--- config.mk ---
export PLATFORM = sky130hd
export DESIGN_NAME = adc_reader_flat
export DESIGN_NICKNAME = d
export VERILOG_FILES = /design/src/rtl/adc_reader_pkg.sv /design/src/rtl/adc_reader_if.sv /design/src/rtl/adc_reader_sclk_gen.sv /design/src/rtl/adc_reader.sv /design/src/flat_wrapper.sv
export SDC_FILE = /design/constraint.sdc
export NUM_CORES = 1
export LEC_CHECK = 0
export CORE_UTILIZATION = 25
export CTS_CLUSTER_SIZE = 8
export DETAILED_ROUTE_END_ITERATION = 10
export PLACE_DENSITY_LB_ADDON = 0.08
export SETUP_SLACK_MARGIN = 0.4
export SYNTH_ARGS = -nofsm -noshare
export SYNTH_HDL_FRONTEND = slang
export SYNTH_SLANG_ARGS = --single-unit
--- constraint.sdc ---
create_clock -name clk_50mhz -period 4.5 [get_ports clk_50mhz]
set_input_delay 0.9 -clock clk_50mhz [delete_from_list [all_inputs] [get_ports clk_50mhz]]
set_output_delay 0.9 -clock clk_50mhz [all_outputs]
set_load 0.05 [all_outputs]
--- src/rtl/adc_reader_pkg.sv ---
`default_nettype none
// ============================================================================
//  Module      : adc_reader_pkg
//  Description : Shared constants, state encoding and control-word helper for
//                the 8-channel 12-bit serial ADC read controller.
//  Revision    : 1.0  initial release
// ============================================================================
package adc_reader_pkg;

    localparam int c_FRAME_BITS      = 16;  // SCLK periods per frame
    localparam int c_DATA_BITS       = 12;  // conversion result width
    localparam int c_CH_BITS         = 3;   // channel address width
    localparam int c_PERIOD_W        = 4;   // width of the SCLK period index
    localparam int c_ADDR_MSB        = 13;  // address field in the control word
    localparam int c_ADDR_LSB        = 11;
    localparam int c_CLK_DIV_DEFAULT = 26;  // 50 MHz / 26 ~= 1.92 MHz SCLK

    typedef enum logic [2:0] {
        ST_IDLE  = 3'd0,
        ST_START = 3'd1,
        ST_SHIFT = 3'd2,
        ST_STOP  = 3'd3,
        ST_QUIET = 3'd4
    } state_t;

    // Control word sent MSB first: {2'b00, ch, 11'b0}
    function automatic logic [c_FRAME_BITS-1:0] ctrl_word(input logic [c_CH_BITS-1:0] ch);
        logic [c_FRAME_BITS-1:0] w_word;
        w_word = '0;
        w_word[c_ADDR_MSB:c_ADDR_LSB] = ch;
        return w_word;
    endfunction

endpackage
`default_nettype wire

--- src/rtl/adc_reader_if.sv ---
`default_nettype none
// ============================================================================
//  Module      : adc_reader_if
//  Description : User-side request/result signals plus ADC pin signals of the
//                serial ADC read controller.
//  Revision    : 1.0  initial release
// ============================================================================
interface adc_reader_if;
    import adc_reader_pkg::*;

    logic                   en;
    logic [c_CH_BITS-1:0]   ch;
    logic [c_DATA_BITS-1:0] adc_data;
    logic [c_CH_BITS-1:0]   adc_ch;
    logic                   adc_done;
    logic                   adc_state;
    logic                   adc_cs_n;
    logic                   adc_sclk;
    logic                   adc_din;
    logic                   adc_dout;

    // Controller side
    modport slave (
        input  en, ch, adc_dout,
        output adc_data, adc_ch, adc_done, adc_state, adc_cs_n, adc_sclk, adc_din
    );

    // User logic and ADC side
    modport master (
        output en, ch, adc_dout,
        input  adc_data, adc_ch, adc_done, adc_state, adc_cs_n, adc_sclk, adc_din
    );
endinterface
`default_nettype wire

--- src/rtl/adc_reader_sclk_gen.sv ---
`default_nettype none
// ============================================================================
//  Module      : adc_sclk_gen
//  Description : Half-period counter generating the ADC serial clock.
//                o_fall_stb is a look-ahead strobe: asserted the cycle before
//                SCLK is driven low, so data can change together with SCLK.
//                o_rise_stb is asserted in the first cycle SCLK is high, which
//                is the DOUT sample point. o_period counts periods 0..15 and
//                holds the current period index whenever o_fall_stb is high.
//  Revision    : 1.0  initial release
// ============================================================================
module adc_sclk_gen
    import adc_reader_pkg::*;
#(
    parameter int HALF = 13
) (
    input  logic                  clk_50mhz,
    input  logic                  rst_n,
    input  logic                  i_run,
    output logic                  o_sclk,
    output logic                  o_fall_stb,
    output logic                  o_rise_stb,
    output logic [c_PERIOD_W-1:0] o_period
);

    localparam int                c_CNT_W    = (HALF > 1) ? $clog2(HALF) : 1;
    localparam logic [c_CNT_W-1:0] c_CNT_LAST = c_CNT_W'(HALF - 1);

    logic [c_CNT_W-1:0]    r_cnt;
    logic                  r_sclk;
    logic                  r_rise;
    logic [c_PERIOD_W-1:0] r_period;
    logic                  w_edge;

    // SCLK toggles at the start of every half-period while running
    assign w_edge     = i_run && (r_cnt == '0);
    assign o_fall_stb = w_edge && r_sclk;
    assign o_rise_stb = r_rise;
    assign o_sclk     = r_sclk;
    assign o_period   = r_period;

    // Half-period counter, SCLK level, period index; parked high when idle
    always_ff @(posedge clk_50mhz or negedge rst_n) begin
        if (!rst_n) begin
            r_cnt    <= '0;
            r_sclk   <= 1'b1;
            r_rise   <= 1'b0;
            r_period <= '0;
        end else if (!i_run) begin
            r_cnt    <= '0;
            r_sclk   <= 1'b1;
            r_rise   <= 1'b0;
            r_period <= '0;
        end else begin
            r_rise <= w_edge && !r_sclk;
            if (w_edge) begin
                r_sclk <= !r_sclk;
            end
            if (w_edge && !r_sclk) begin
                r_period <= r_period + 1'b1;
            end
            if (r_cnt == c_CNT_LAST) begin
                r_cnt <= '0;
            end else begin
                r_cnt <= r_cnt + 1'b1;
            end
        end
    end

endmodule
`default_nettype wire

--- src/rtl/adc_reader.sv ---
`default_nettype none
// ============================================================================
//  Module      : adc_reader
//  Description : Serial ADC read controller. One en pulse runs a 16-SCLK
//                frame that addresses the next channel and captures the
//                current 12-bit conversion, reported with an adc_done pulse.
//                CLK_DIV must be even and at least 4.
//  Revision    : 1.0  initial release
// ============================================================================
module adc_reader
    import adc_reader_pkg::*;
#(
    parameter int CLK_DIV = c_CLK_DIV_DEFAULT
) (
    input  logic        clk_50mhz,
    input  logic        rst_n,
    adc_reader_if.slave bus
);

    localparam int                c_HALF       = CLK_DIV / 2;
    localparam int                c_TMR_W      = $clog2(c_FRAME_BITS * CLK_DIV);
    localparam logic [c_TMR_W-1:0] c_HALF_LAST  = c_TMR_W'(c_HALF - 1);
    localparam logic [c_TMR_W-1:0] c_SHIFT_LAST = c_TMR_W'(2 * c_FRAME_BITS * c_HALF - 1);

    state_t                  r_state;
    state_t                  w_state_nxt;
    logic [c_TMR_W-1:0]      r_tmr;
    logic                    w_accept;
    logic                    w_frame_end;
    logic [c_CH_BITS-1:0]    r_ch_lat;
    logic [c_CH_BITS-1:0]    r_prev_ch;
    logic [c_DATA_BITS-1:0]  r_shift;
    logic                    r_cs_n;
    logic                    r_din;
    logic                    r_done;
    logic                    r_busy;
    logic [c_DATA_BITS-1:0]  r_data;
    logic [c_CH_BITS-1:0]    r_ch;
    logic [c_FRAME_BITS-1:0] w_ctrl;
    logic                    w_sclk_run;
    logic                    w_sclk;
    logic                    w_sclk_fall;
    logic                    w_sclk_rise;
    logic [c_PERIOD_W-1:0]   w_period;
    logic [c_PERIOD_W-1:0]   w_bit_idx;

    // SCLK is driven from the next state so its first fall lines up with
    // the first SHIFT cycle instead of lagging one clock behind it.
    assign w_sclk_run = (w_state_nxt == ST_SHIFT);
    assign w_ctrl     = ctrl_word(r_ch_lat);
    assign w_bit_idx  = c_PERIOD_W'(c_FRAME_BITS - 1) - w_period;

    adc_sclk_gen #(
        .HALF (c_HALF)
    ) u_sclk_gen (
        .clk_50mhz  (clk_50mhz),
        .rst_n      (rst_n),
        .i_run      (w_sclk_run),
        .o_sclk     (w_sclk),
        .o_fall_stb (w_sclk_fall),
        .o_rise_stb (w_sclk_rise),
        .o_period   (w_period)
    );

    // State register and per-state cycle timer
    always_ff @(posedge clk_50mhz or negedge rst_n) begin
        if (!rst_n) begin
            r_state <= ST_IDLE;
            r_tmr   <= '0;
        end else begin
            r_state <= w_state_nxt;
            if (w_state_nxt != r_state) begin
                r_tmr <= '0;
            end else if (r_state != ST_IDLE) begin
                r_tmr <= r_tmr + 1'b1;
            end
        end
    end

    // Next-state decode: START/STOP/QUIET last H cycles, SHIFT 32H cycles
    always_comb begin
        w_state_nxt = r_state;
        w_accept    = 1'b0;
        w_frame_end = 1'b0;
        case (r_state)
            ST_IDLE: begin
                if (bus.en) begin
                    w_state_nxt = ST_START;
                    w_accept    = 1'b1;
                end
            end
            ST_START: begin
                if (r_tmr == c_HALF_LAST) w_state_nxt = ST_SHIFT;
            end
            ST_SHIFT: begin
                if (r_tmr == c_SHIFT_LAST) w_state_nxt = ST_STOP;
            end
            ST_STOP: begin
                if (r_tmr == c_HALF_LAST) begin
                    w_state_nxt = ST_QUIET;
                    w_frame_end = 1'b1;
                end
            end
            ST_QUIET: begin
                if (r_tmr == c_HALF_LAST) w_state_nxt = ST_IDLE;
            end
            default: w_state_nxt = ST_IDLE;
        endcase
    end

    // Pin drive, serial shift and result/tag registers.
    // The sample register is only as wide as the result: the ADC's four
    // leading bits fall off the top as the last twelve bits shift in.
    always_ff @(posedge clk_50mhz or negedge rst_n) begin
        if (!rst_n) begin
            r_ch_lat  <= '0;
            r_prev_ch <= '0;
            r_shift   <= '0;
            r_cs_n    <= 1'b1;
            r_din     <= 1'b0;
            r_done    <= 1'b0;
            r_busy    <= 1'b0;
            r_data    <= '0;
            r_ch      <= '0;
        end else begin
            r_done <= 1'b0;
            r_busy <= (w_state_nxt != ST_IDLE);
            r_cs_n <= !((w_state_nxt == ST_START) || (w_state_nxt == ST_SHIFT) ||
                        (w_state_nxt == ST_STOP));
            if (w_accept) begin
                r_ch_lat <= bus.ch;
            end
            if (w_sclk_fall) begin
                r_din <= w_ctrl[w_bit_idx];
            end else if (w_state_nxt != ST_SHIFT) begin
                r_din <= 1'b0;
            end
            if ((r_state == ST_SHIFT) && w_sclk_rise) begin
                r_shift <= {r_shift[c_DATA_BITS-2:0], bus.adc_dout};
            end
            // The ADC converts the channel addressed in the previous frame
            if (w_frame_end) begin
                r_done    <= 1'b1;
                r_data    <= r_shift;
                r_ch      <= r_prev_ch;
                r_prev_ch <= r_ch_lat;
            end
        end
    end

    assign bus.adc_data  = r_data;
    assign bus.adc_ch    = r_ch;
    assign bus.adc_done  = r_done;
    assign bus.adc_state = r_busy;
    assign bus.adc_cs_n  = r_cs_n;
    assign bus.adc_sclk  = w_sclk;
    assign bus.adc_din   = r_din;

endmodule
`default_nettype wire

--- src/flat_wrapper.sv ---
// flat-port wrapper written by rule: the top's interface ports become plain ports
module adc_reader_flat import adc_reader_pkg::*;
#(
    parameter int CLK_DIV = c_CLK_DIV_DEFAULT
)
  (clk_50mhz, rst_n, bus_en, bus_ch, bus_adc_dout, bus_adc_data, bus_adc_ch, bus_adc_done, bus_adc_state, bus_adc_cs_n, bus_adc_sclk, bus_adc_din);
  adc_reader_if bus_i ();
  input  logic clk_50mhz;
  input  logic rst_n;
  input wire logic [$bits(bus_i.en)-1:0] bus_en;
  input wire logic [$bits(bus_i.ch)-1:0] bus_ch;
  input wire logic [$bits(bus_i.adc_dout)-1:0] bus_adc_dout;
  output wire logic [$bits(bus_i.adc_data)-1:0] bus_adc_data;
  output wire logic [$bits(bus_i.adc_ch)-1:0] bus_adc_ch;
  output wire logic [$bits(bus_i.adc_done)-1:0] bus_adc_done;
  output wire logic [$bits(bus_i.adc_state)-1:0] bus_adc_state;
  output wire logic [$bits(bus_i.adc_cs_n)-1:0] bus_adc_cs_n;
  output wire logic [$bits(bus_i.adc_sclk)-1:0] bus_adc_sclk;
  output wire logic [$bits(bus_i.adc_din)-1:0] bus_adc_din;
  assign bus_i.en = bus_en;
  assign bus_i.ch = bus_ch;
  assign bus_i.adc_dout = bus_adc_dout;
  assign bus_adc_data = bus_i.adc_data;
  assign bus_adc_ch = bus_i.adc_ch;
  assign bus_adc_done = bus_i.adc_done;
  assign bus_adc_state = bus_i.adc_state;
  assign bus_adc_cs_n = bus_i.adc_cs_n;
  assign bus_adc_sclk = bus_i.adc_sclk;
  assign bus_adc_din = bus_i.adc_din;
  adc_reader #(.CLK_DIV(CLK_DIV)) u_core (.clk_50mhz(clk_50mhz), .rst_n(rst_n), .bus(bus_i));
endmodule
==> results of run 1 <==
-- sequential cells by signal (all words and copies together), names as in the netlist --
signal and flops:
u_core.r_prev_ch 3, u_core.bus.adc_cs_n 1, u_core.r_tmr 9, u_core.u_sclk_gen.o_sclk 1
u_core.bus.adc_state 1, u_core.r_ch_lat 3, u_core.bus.adc_data 12, u_core.u_sclk_gen.o_rise_stb 1
u_core.r_shift 12, u_core.u_sclk_gen.r_cnt 4, u_core.u_sclk_gen.o_period 4, u_core.bus.adc_ch 3
u_core.r_state 3, u_core.bus.adc_done 1, u_core.bus.adc_din 1
-- cell families (layout without fill, tap and decap cells) --
logic type	Yosys count	in the layout
buf+inv	21	56
fa+ha+maj	5	5
xor+xnor	10	10
mux	36	36
simple gates	56	56
compound gates	21	21
flops	59	59
-- cell usage after synthesis, types with 2 or more instances --
cell	number
clkbuf_1	2
nor3_1	20
a21boi_0	2
xor2_1	2
ha_1	5
buf_6	2
nor2_1	6
and4_1	2
nand2_1	7
dfrtp_1	57
buf_2	2
mux2i_1	3
dfstp_2	2
nor4_1	2
a21oi_1	4
nand3_1	6
mux2_2	15
and3_1	2
o21ai_0	2
nor3b_1	2
xnor2_1	8
mux2_4	18
a31oi_1	2
inv_1	14
-- metal layers --
layer / track usage / wire [um] / share of wire
met5: 0 / 0 / 0
met4: 0.0664 / 135 / 0.026
met3: 0.0247 / 173 / 0.034
met2: 0.142 / 2140 / 0.42
met1: 0.141 / 2640 / 0.52
-- cell type report --
class	instances	area, um2
fillers	1063	7090
flip-flops and latches	59	1480
inverters	14	52.6
repair buffers	27	263
well taps	136	170
clock buffers	9	124
multi-input cells	128	1090
clock inverters	6	57.6
-- worst paths after layout --
check | cells after the start | to | startpoint | slack, ns
worst max-delay path | 1 | bus_adc_sclk | u_core.u_sclk_gen.o_sclk | 1.91
worst min-delay path | 1 | u_core.bus.adc_data[0] | u_core.bus.adc_data[0] | 0.51
worst max register to register | 6 | u_core.bus.adc_state | u_core.r_tmr[0] | 2.12
worst min register to register | 1 | u_core.bus.adc_data[0] | u_core.bus.adc_data[0] | 0.51
max in group asynchronous | 2 | u_core.r_tmr[8] | rst_n | 3.00
min in group asynchronous | 1 | u_core.bus.adc_ch[2] | rst_n | 0.63
-- stage by stage --
step / util / total power [uW]
final: 0.314 / 1010
after floorplan: - / 542
after detailed placement: 0.296 / 559
after global placement: 0.296 / 559
after CTS: 0.314 / 1030
after global routing: 0.314 / 1060
-- power breakdown --
group / total [uW] / switching [uW] / internal, uW
sequential: 531 / 0.308 / 531
clock: 459 / 211 / 248
combinational: 16.7 / 11.7 / 5.07
total: 1010 / 223 / 784
==> results.py, run 1 <==
metrics = {
    "status": {
        "status": "finished, final reports clean",
    },
    "place": {
        "detailed_place_hpwl_um": 3230,
        "dp_slack_ns": 1.72,
        "dp.cells": 364,
        "portBuffers": 26,
        "place_area_um2": 3060,
        "gp_congestion": 0.708,
    },
    "synthesis": {
        "synth_xor_area_frac": 0.0328,
        "synth-compound-area-share": 0.0530,
        "synth-main-ff-cell": "dfrtp_1",
        "ys_types": 45,
        "yosys_register_bits": 59,
        "yosysWarnings": 0,
        "muxShareOfSynthArea": 0.176,
        "netlist_area_um2": 2670,
        "syn-num-nets": 220,
        "netlist.area_leader.share": 0.535,
        "synth_top_cell_by_area": "dfrtp_1",
        "synth_edf_count": 0,
        "synth_fa_ha_area_frac": 0.0235,
        "synthSimpleGateAreaFrac": 0.124,
        "synth-seq-area-share": 0.554,
        "synthCells": 208,
        "synth_top_family_by_area": "multiplexers",
        "async_flop_share": 1.00,
        "synth_area_per_cell_um2": 12.8,
        "synth.area.top_cells": "dfrtp_1 (53%), mux2_4 (10%), mux2_2 (6.3%), nor3_1 (3.8%), xnor2_1 (2.6%)",
    },
    "clocking": {
        "clock-sinks": 59,
        "holdBufCountCts": 0,
        "clk_pin_slew_ns": 0.07,
        "cts_buffers": 9,
        "clock_latency_ns": 0.34,
        "cts_buffer_depth": 2,
        "cts_resized": 0,
        "cts_tree": "built",
        "cts_setup_buffers": 0,
        "cts_root_buffer": "clkbuf_8",
        "htree_levels": 3,
    },
    "route": {
        "drc": 0,
        "drt_pass1_iterations": 4,
        "drt_iter0_drc": 55,
        "num_vias": 1653,
        "antenna_left": 0,
        "wl_per_cell_um": 13.4,
        "vias_per_cell": 4.36,
        "drt_wl_total_um": 5100,
    },
    "sta": {
        "finalSetupTns_ns": 0,
        "hold_violations": 0,
        "worst_slack_ns": 1.91,
        "drv_slew": 0,
        "tightest_slew_ns": 1.11,
        "fin_hold_ws_ns": 0.508,
        "period_needed_ns": 2.59,
        "rsz0062_at_grt": "no",
        "skew_ns": 0.0110,
        "slew_headroom": 0.247,
        "min_period_over_period": 0.576,
        "fmax_mhz": 386,
        "setup_viol": 0,
    },
    "die": {
        "die_h_um": 105,
        "coreArea_um2": 10300,
        "die-area_um2": 11100,
        "initial_utilization": 0.258,
        "die_w_um": 105,
        "pin_count": 27,
        "rows": 37,
    },
    "worst_setup_path": {
        "worstSetupPathType": "flip-flop to output pin",
        "slowest_stage": "clkdlybuf4s50_1",
        "path_cells": "clkdlybuf4s50_1",
        "critPathCaptureType": "output pin",
        "critical-path-top-delay-family": "buffers and inverters",
        "crit_arrival_ns": 1.69,
        "critPathMaxStageDelay_ns": 0.80,
        "path_buf_inv": 1,
        "worst-path-max-fanout": 4,
        "cp-start-kind": "flip-flop",
        "crit_required_ns": 3.60,
    },
    "min_path": {
        "min_path_type": "flip-flop to flip-flop",
    },
    "pwr": {
        "power_density_nw_per_um2": 311,
        "ir_drop_mv": 0.161,
        "power.leakage_uw": 0.00152,
    },
    "global_routing": {
        "grt_pass1_wl_um": 8510,
        "grt_pass1_vias": 1683,
        "antenna_found_initial": 0,
        "grt.overflow.total": 0,
        "grt_util_all_layers": 0.102,
        "grt_max_degree": 33,
    },
    "layout": {
        "diodes": 0,
        "drive_gt1_frac": 0.230,
        "layout_commonest_cell": "dfrtp_1",
        "synthToLayoutAreaGrowth_pct": 21.4,
        "mostFrequentLayoutCells": "dfrtp_1 (57), clkdlybuf4s50_1 (25), nor3_1 (20)",
        "final_nets": 251,
        "fin_area_um2": 3240,
        "stdcell_count": 379,
    },
    "run": {
        "cap_violations": 0,
    },
}
Note: power is estimated with default switching activity, not from simulation.
==> run 2: changes to the inputs <==
==> constraint.sdc (replaced) <==
create_clock -name clk_50mhz -period 2.5 [get_ports clk_50mhz]
set_input_delay 0.5 -clock clk_50mhz [delete_from_list [all_inputs] [get_ports clk_50mhz]]
set_output_delay 0.5 -clock clk_50mhz [all_outputs]
set_load 0.05 [all_outputs]
==> run 2 against run 1 <==
- worst setup slack worse by 1.4 ns
- die area is the same
- clock power up 89%
- critical path depth did not move
- global-route usage up 0.96 points
- flip-flop and latch count unchanged
- utilization up 1.5 points
- via count up 5.2%
- clock skew fell by 0.0027 ns
==> results.py, run 2 (synthesis gave the netlist of run 1 again) <==
metrics = {
    "sta": {
        "fin_hold_ws_ns": 0.109,
        "skew_ns": 0.00828,
        "setup_viol": 0,
        "rsz0062_at_grt": "no",
        "tightest_slew_ns": 0.735,
        "finalSetupTns_ns": 0,
        "drv_slew": 0,
        "hold_violations": 0,
        "period_needed_ns": 2.02,
        "min_period_over_period": 0.809,
        "slew_headroom": 0.504,
        "fmax_mhz": 494,
    },
    "route": {
        "num_vias": 1739,
        "drt_wl_total_um": 5540,
        "drt_pass1_iterations": 4,
        "drt_iter0_drc": 51,
        "drc": 0,
        "wl_per_cell_um": 14.1,
        "vias_per_cell": 4.42,
        "antenna_left": 0,
    },
    "worst_setup_path": {
        "crit_required_ns": 2.00,
        "worstSetupPathType": "flip-flop to output pin",
        "path_buf_inv": 1,
        "critical-path-top-delay-family": "buffers and inverters",
        "path_cells": "clkdlybuf4s50_1",
        "critPathCaptureType": "output pin",
        "critPathMaxStageDelay_ns": 0.81,
        "slowest_stage": "clkdlybuf4s50_1",
        "cp-start-kind": "flip-flop",
        "crit_arrival_ns": 1.52,
        "worst-path-max-fanout": 2,
    },
    "layout": {
        "mostFrequentLayoutCells": "dfrtp_1 (57), clkdlybuf4s50_1 (23), nor3_1 (20)",
        "seqCellArea_um2": 1480,
        "fillers": 1033,
        "synthToLayoutAreaGrowth_pct": 27.0,
        "final_core_util": 0.328,
        "multiInputGateArea_um2": 1140,
        "layout_commonest_cell": "dfrtp_1",
        "stdcell_count": 393,
        "final_nets": 264,
        "drive_gt1_frac": 0.292,
        "diodes": 0,
    },
    "die": {
        "die-area_um2": 11100,
        "die_w_um": 105,
        "coreArea_um2": 10300,
        "pin_count": 27,
        "initial_utilization": 0.258,
        "die_h_um": 105,
        "rows": 37,
    },
    "place": {
        "dp.cells": 368,
        "portBuffers": 26,
        "gp_congestion": 0.752,
        "detailed_place_hpwl_um": 3450,
    },
    "clocking": {
        "cts_buffers": 9,
        "htree_levels": 3,
        "clock_latency_ns": 0.34,
        "clock-sinks": 59,
        "cts_root_buffer": "clkbuf_8",
        "holdBufCountCts": 0,
        "cts_buffer_depth": 2,
        "cts_tree": "built",
        "clk_pin_slew_ns": 0.07,
    },
    "pwr": {
        "swShare": 0.220,
        "pwr-share-comb": 0.017,
        "seqPwrFrac": 0.515,
        "pwr-share-clk": 0.468,
        "power_density_nw_per_um2": 548,
        "power.leakage_uw": 0.00160,
        "power_switching_uw": 408,
        "internal_power_uw": 1450,
        "ir_drop_mv": 0.287,
    },
    "global_routing": {
        "antenna_found_initial": 0,
        "grt_pass1_vias": 1801,
        "grt_pass1_wl_um": 9340,
        "grt.overflow.total": 0,
        "grt_util_all_layers": 0.112,
        "grt_max_degree": 41,
    },
    "status": {
        "status": "finished, final reports clean",
    },
    "min_path": {
        "min_path_type": "primary input to asynchronous set/reset pin",
    },
    "run": {
        "cap_violations": 0,
    },
}
run 2: path summary, 6_finish.rpt:
check | slack (ns) | end | from | cells past startpoint
max in group asynchronous | 1.75 | u_core.bus.adc_cs_n | rst_n | 2
worst min-delay path | 0.11 | u_core.bus.adc_ch[2] | rst_n | 1
worst max register to register | 0.50 | u_core.u_sclk_gen.o_sclk | u_core.r_tmr[0] | 7
worst min register to register | 0.51 | u_core.bus.adc_data[0] | u_core.bus.adc_data[0] | 1
worst max-delay path | 0.48 | bus_adc_data[9] | u_core.bus.adc_data[9] | 1
min in group clk_50mhz | 0.51 | u_core.bus.adc_data[0] | u_core.bus.adc_data[0] | 1
run 2: layout make-up:
cell class                      instances  area share
Clock buffer                           11      0.0417
Clock inverter                          5      0.0155
Inverter                               14      0.0155
Multi-Input combinational cell        130       0.336
Sequential cell                        59       0.436
Tap cell                              136      0.0502
Timing Repair Buffer                   38       0.105
run 2: through the flow:
stage               area, um2  total power (uW)  worst slack, ns
floorplan                2670               975            0.598
global placement         3100              1010            0.360
detailed placement       3100              1010            0.301
CTS                      3310              1910            0.411
global route             3390              1940            0.390
finish                   3390              1860            0.478
run 2: power by group through the flow:
stage	combinational (uW)	clock, uW	sequential [uW]
floorplan	0.850	0	974
global placement	35.1	0	974
detailed placement	34.8	0	974
CTS	35.1	917	955
global route	37.8	947	955
finish	31.9	869	956
run 2: layer usage:
metal | routed length, um | global-route usage
met1 | 2890 | 0.154
met2 | 2330 | 0.157
met3 | 189 | 0.0260
met4 | 128 | 0.0714
met5 | 0 | 0
run 2: repair_timing:
item	in CTS	in global routing
setup buffers	0	7
gates cloned	1	1
pin swaps	0	4
gates resized for setup	4	7
setup endpoints to repair	33	37
==> patch, RTL diff (settings of run 2) <==
The 5 states of `state_t` get a one-hot encoding in 5 bits.
--- a/src/rtl/adc_reader_pkg.sv
+++ b/src/rtl/adc_reader_pkg.sv
@@ -15,12 +15,12 @@
     localparam int c_ADDR_LSB        = 11;
     localparam int c_CLK_DIV_DEFAULT = 26;  // 50 MHz / 26 ~= 1.92 MHz SCLK
 
-    typedef enum logic [2:0] {
-        ST_IDLE  = 3'd0,
-        ST_START = 3'd1,
-        ST_SHIFT = 3'd2,
-        ST_STOP  = 3'd3,
-        ST_QUIET = 3'd4
+    typedef enum logic [4:0] {
+        ST_IDLE  = 5'b00001,
+        ST_START = 5'b00010,
+        ST_SHIFT = 5'b00100,
+        ST_STOP  = 5'b01000,
+        ST_QUIET = 5'b10000
     } state_t;
 
     // Control word sent MSB first: {2'b00, ch, 11'b0}
Formal check against the unedited RTL: no difference found for any inputs over 10 cycles, from zero or initial values and one cycle with rst_n low; not proved beyond that.
==> patch against run 2 <==
Final area up 8.8%. Synthesized cell count grew 16%. Die area increased by 5.2%. Area after synthesis grew 5.3%. Wire length grew 17%. Core utilization grew 1.0 points. Sequential cell count increased by 2. Worst setup slack worse by 120 ps.
Power is not compared: it rests on default switching activity, and its combinational part moved more than twofold at a synthesized area within 25%.
==> patch: results (changes against run 2) <==
<table>
<tr><th>Metric</th><th>Value</th></tr>
<tr><th colspan="2">Outcome</th></tr>
<tr><td>Outcome</td><td>finished, final reports clean (unchanged)</td></tr>
<tr><th colspan="2">Routing</th></tr>
<tr><td>Routed metal-1 wirelength</td><td>3.22 mm (was 2.89 mm)</td></tr>
<tr><td>Drt first-iter violations</td><td>76 (was 51)</td></tr>
<tr><td>DR WL met3</td><td>254 um (was 189 um)</td></tr>
<tr><td>Routed length per placed instance</td><td>15.0 um (was 14.1 um)</td></tr>
<tr><td>DR vias</td><td>1981 (was 1739)</td></tr>
<tr><th colspan="2">Worst setup path</th></tr>
<tr><td>Maximum fanout along the worst path</td><td>5 (was 2)</td></tr>
<tr><td>Depth of the worst register-to-register path</td><td>8 (was 7)</td></tr>
<tr><th colspan="2">GRT</th></tr>
<tr><td>Global-route wire length before repair</td><td>10.4 mm (was 9.34 mm)</td></tr>
<tr><td>Total routing usage reported by global routing</td><td>12.0% (was 11.2%)</td></tr>
<tr><td>Maximum number of pins on one net before global-route repair</td><td>31 (was 41)</td></tr>
<tr><th colspan="2">Clocking</th></tr>
<tr><td>Number of resized instances in the post-cts repair step</td><td>9 (was 4)</td></tr>
<tr><td>Post-CTS setup buffer count</td><td>7 (was 0)</td></tr>
<tr><td>Clock latency reported for the late side of the worst-skew pair</td><td>approximately 350 ps</td></tr>
<tr><th colspan="2">Layout</th></tr>
<tr><td># nets final</td><td>301 (was 264)</td></tr>
<tr><td>Share of layout cells above drive strength 1</td><td>32.7% (was 29.2%)</td></tr>
<tr><th colspan="2">Logic synthesis</th></tr>
<tr><td>Synth top cells by count</td><td>58 x sky130_fd_sc_hd__dfrtp_1, 33 x sky130_fd_sc_hd__mux2_2, 24 x sky130_fd_sc_hd__nor2_1, 16 x sky130_fd_sc_hd__nand2_1, 11 x sky130_fd_sc_hd__o21ai_0 (was 57 x sky130_fd_sc_hd__dfrtp_1, 20 x sky130_fd_sc_hd__nor3_1, 18 x sky130_fd_sc_hd__mux2_4, 15 x sky130_fd_sc_hd__mux2_2, 14 x sky130_fd_sc_hd__inv_1)</td></tr>
<tr><td>Top-area cell type share of the netlist area</td><td>51.7% (was 53.5%)</td></tr>
<tr><td>Dominant cells by area after synthesis</td><td>sky130_fd_sc_hd__dfrtp_1 52%, sky130_fd_sc_hd__mux2_2 13%, sky130_fd_sc_hd__nor2_1 3.2% (was sky130_fd_sc_hd__dfrtp_1 53%, sky130_fd_sc_hd__mux2_4 10%, sky130_fd_sc_hd__mux2_2 6.3%)</td></tr>
<tr><td>Sequential share of the synthesized area</td><td>54.5% (was 55.4%)</td></tr>
<tr><td>Nets in the synthesized netlist</td><td>254 (was 220)</td></tr>
<tr><th colspan="2">Placed design</th></tr>
<tr><td>DP Wirelength</td><td>4.00 mm (was 3.45 mm)</td></tr>
<tr><td>Final estimated routing congestion in global placement</td><td>0.690 (was 0.752)</td></tr>
<tr><th colspan="2">Timing</th></tr>
<tr><td>Worst-margin pin slew</td><td>717 ps (was 735 ps)</td></tr>
<tr><td>Largest clock skew in the final design</td><td>10.4 ps (was 8.28 ps)</td></tr>
</table>
## patch: final timing paths
path | start | to | slack [ps]
max | u_core.r_tmr[1] | u_core.bus.adc_ch[1] | 360
min | rst_n | u_core.r_tmr[5] | 210
max reg2reg | u_core.r_tmr[1] | u_core.bus.adc_ch[1] | 360
min reg2reg | u_core.u_sclk_gen.r_cnt[0] | u_core.u_sclk_gen.r_cnt[0] | 500
max in group asynchronous | rst_n | u_core.r_prev_ch[1] | 1600
min in group clk_50mhz | u_core.u_sclk_gen.r_cnt[0] | u_core.u_sclk_gen.r_cnt[0] | 500
## patch: metal layers
| layer | GRT usage, % | up-vias |
|---|---|---|
| li1 | - | 958 |
| met1 | 16.0 | 976 |
| met2 | 17.7 | 38 |
| met3 | 4.58 | 9 |
| met4 | 4.31 | 0 |
| met5 | 0 | - |
## patch: per-stage QoR
| stage | power [uW] | setup slack, ps | area [um^2] | hold slack, ps | cells |
|---|---|---|---|---|---|
| 3_5_place_dp | 1730 | 232 | 3230 | 488 | 404 |
| 3_3_place_gp | 1740 | 271 | 3230 | 489 | 404 |
| 5_1_grt | 2900 | 286 | 3690 | 250 | 434 |
| 6_report | 2740 | 359 | 3690 | 205 | 434 |
| 2_1_floorplan | 1520 | 490 | 2810 | 204 | 242 |
| 4_1_cts | 2760 | 358 | 3530 | 231 | 427 |
## patch: cells by family after synthesis
| group | share of synthesized area (%) |
|---|---|
| and+or+nand+nor | 13.5 |
| DFF | 54.5 |
| muxes | 13.9 |
| AOI/OAI and AO/OA | 7.80 |
| buffers and inverters | 3.30 |
| xor gates and xnor gates | 4.68 |
| adders and majority gates | 2.23 |
## patch: power groups by stage
stage	combinational (uW)	clock [uW]	sequential, uW
2_1_floorplan	347	0	1180
3_3_place_gp	564	0	1170
3_5_place_dp	555	0	1170
4_1_cts	575	1030	1150
5_1_grt	662	1080	1160
6_report	590	1000	1150
## patch: area by class of cell
| cell class | instances | area (um^2) |
|---|---|---|
| Fill cell | 1090 | 7200 |
| Inverter | 9 | 33.8 |
| Tap cell | 140 | 175 |
| Sequential cell | 61 | 1530 |
| Clock buffer | 9 | 124 |
| Clock inverter | 7 | 100 |
| Timing Repair Buffer | 47 | 468 |
| Multi-Input combinational cell | 161 | 1250 |
## patch: critical path, stage by stage, from the launching register on
cell and delay [ps]:
sky130_fd_sc_hd__dfrtp_1 390, sky130_fd_sc_hd__inv_1 60, sky130_fd_sc_hd__ha_1 120, sky130_fd_sc_hd__or4b_4 480, sky130_fd_sc_hd__nor4_4 240, sky130_fd_sc_hd__buf_4 210, sky130_fd_sc_hd__nand2_8 80, sky130_fd_sc_hd__clkbuf_16 180
sky130_fd_sc_hd__mux2_2 260
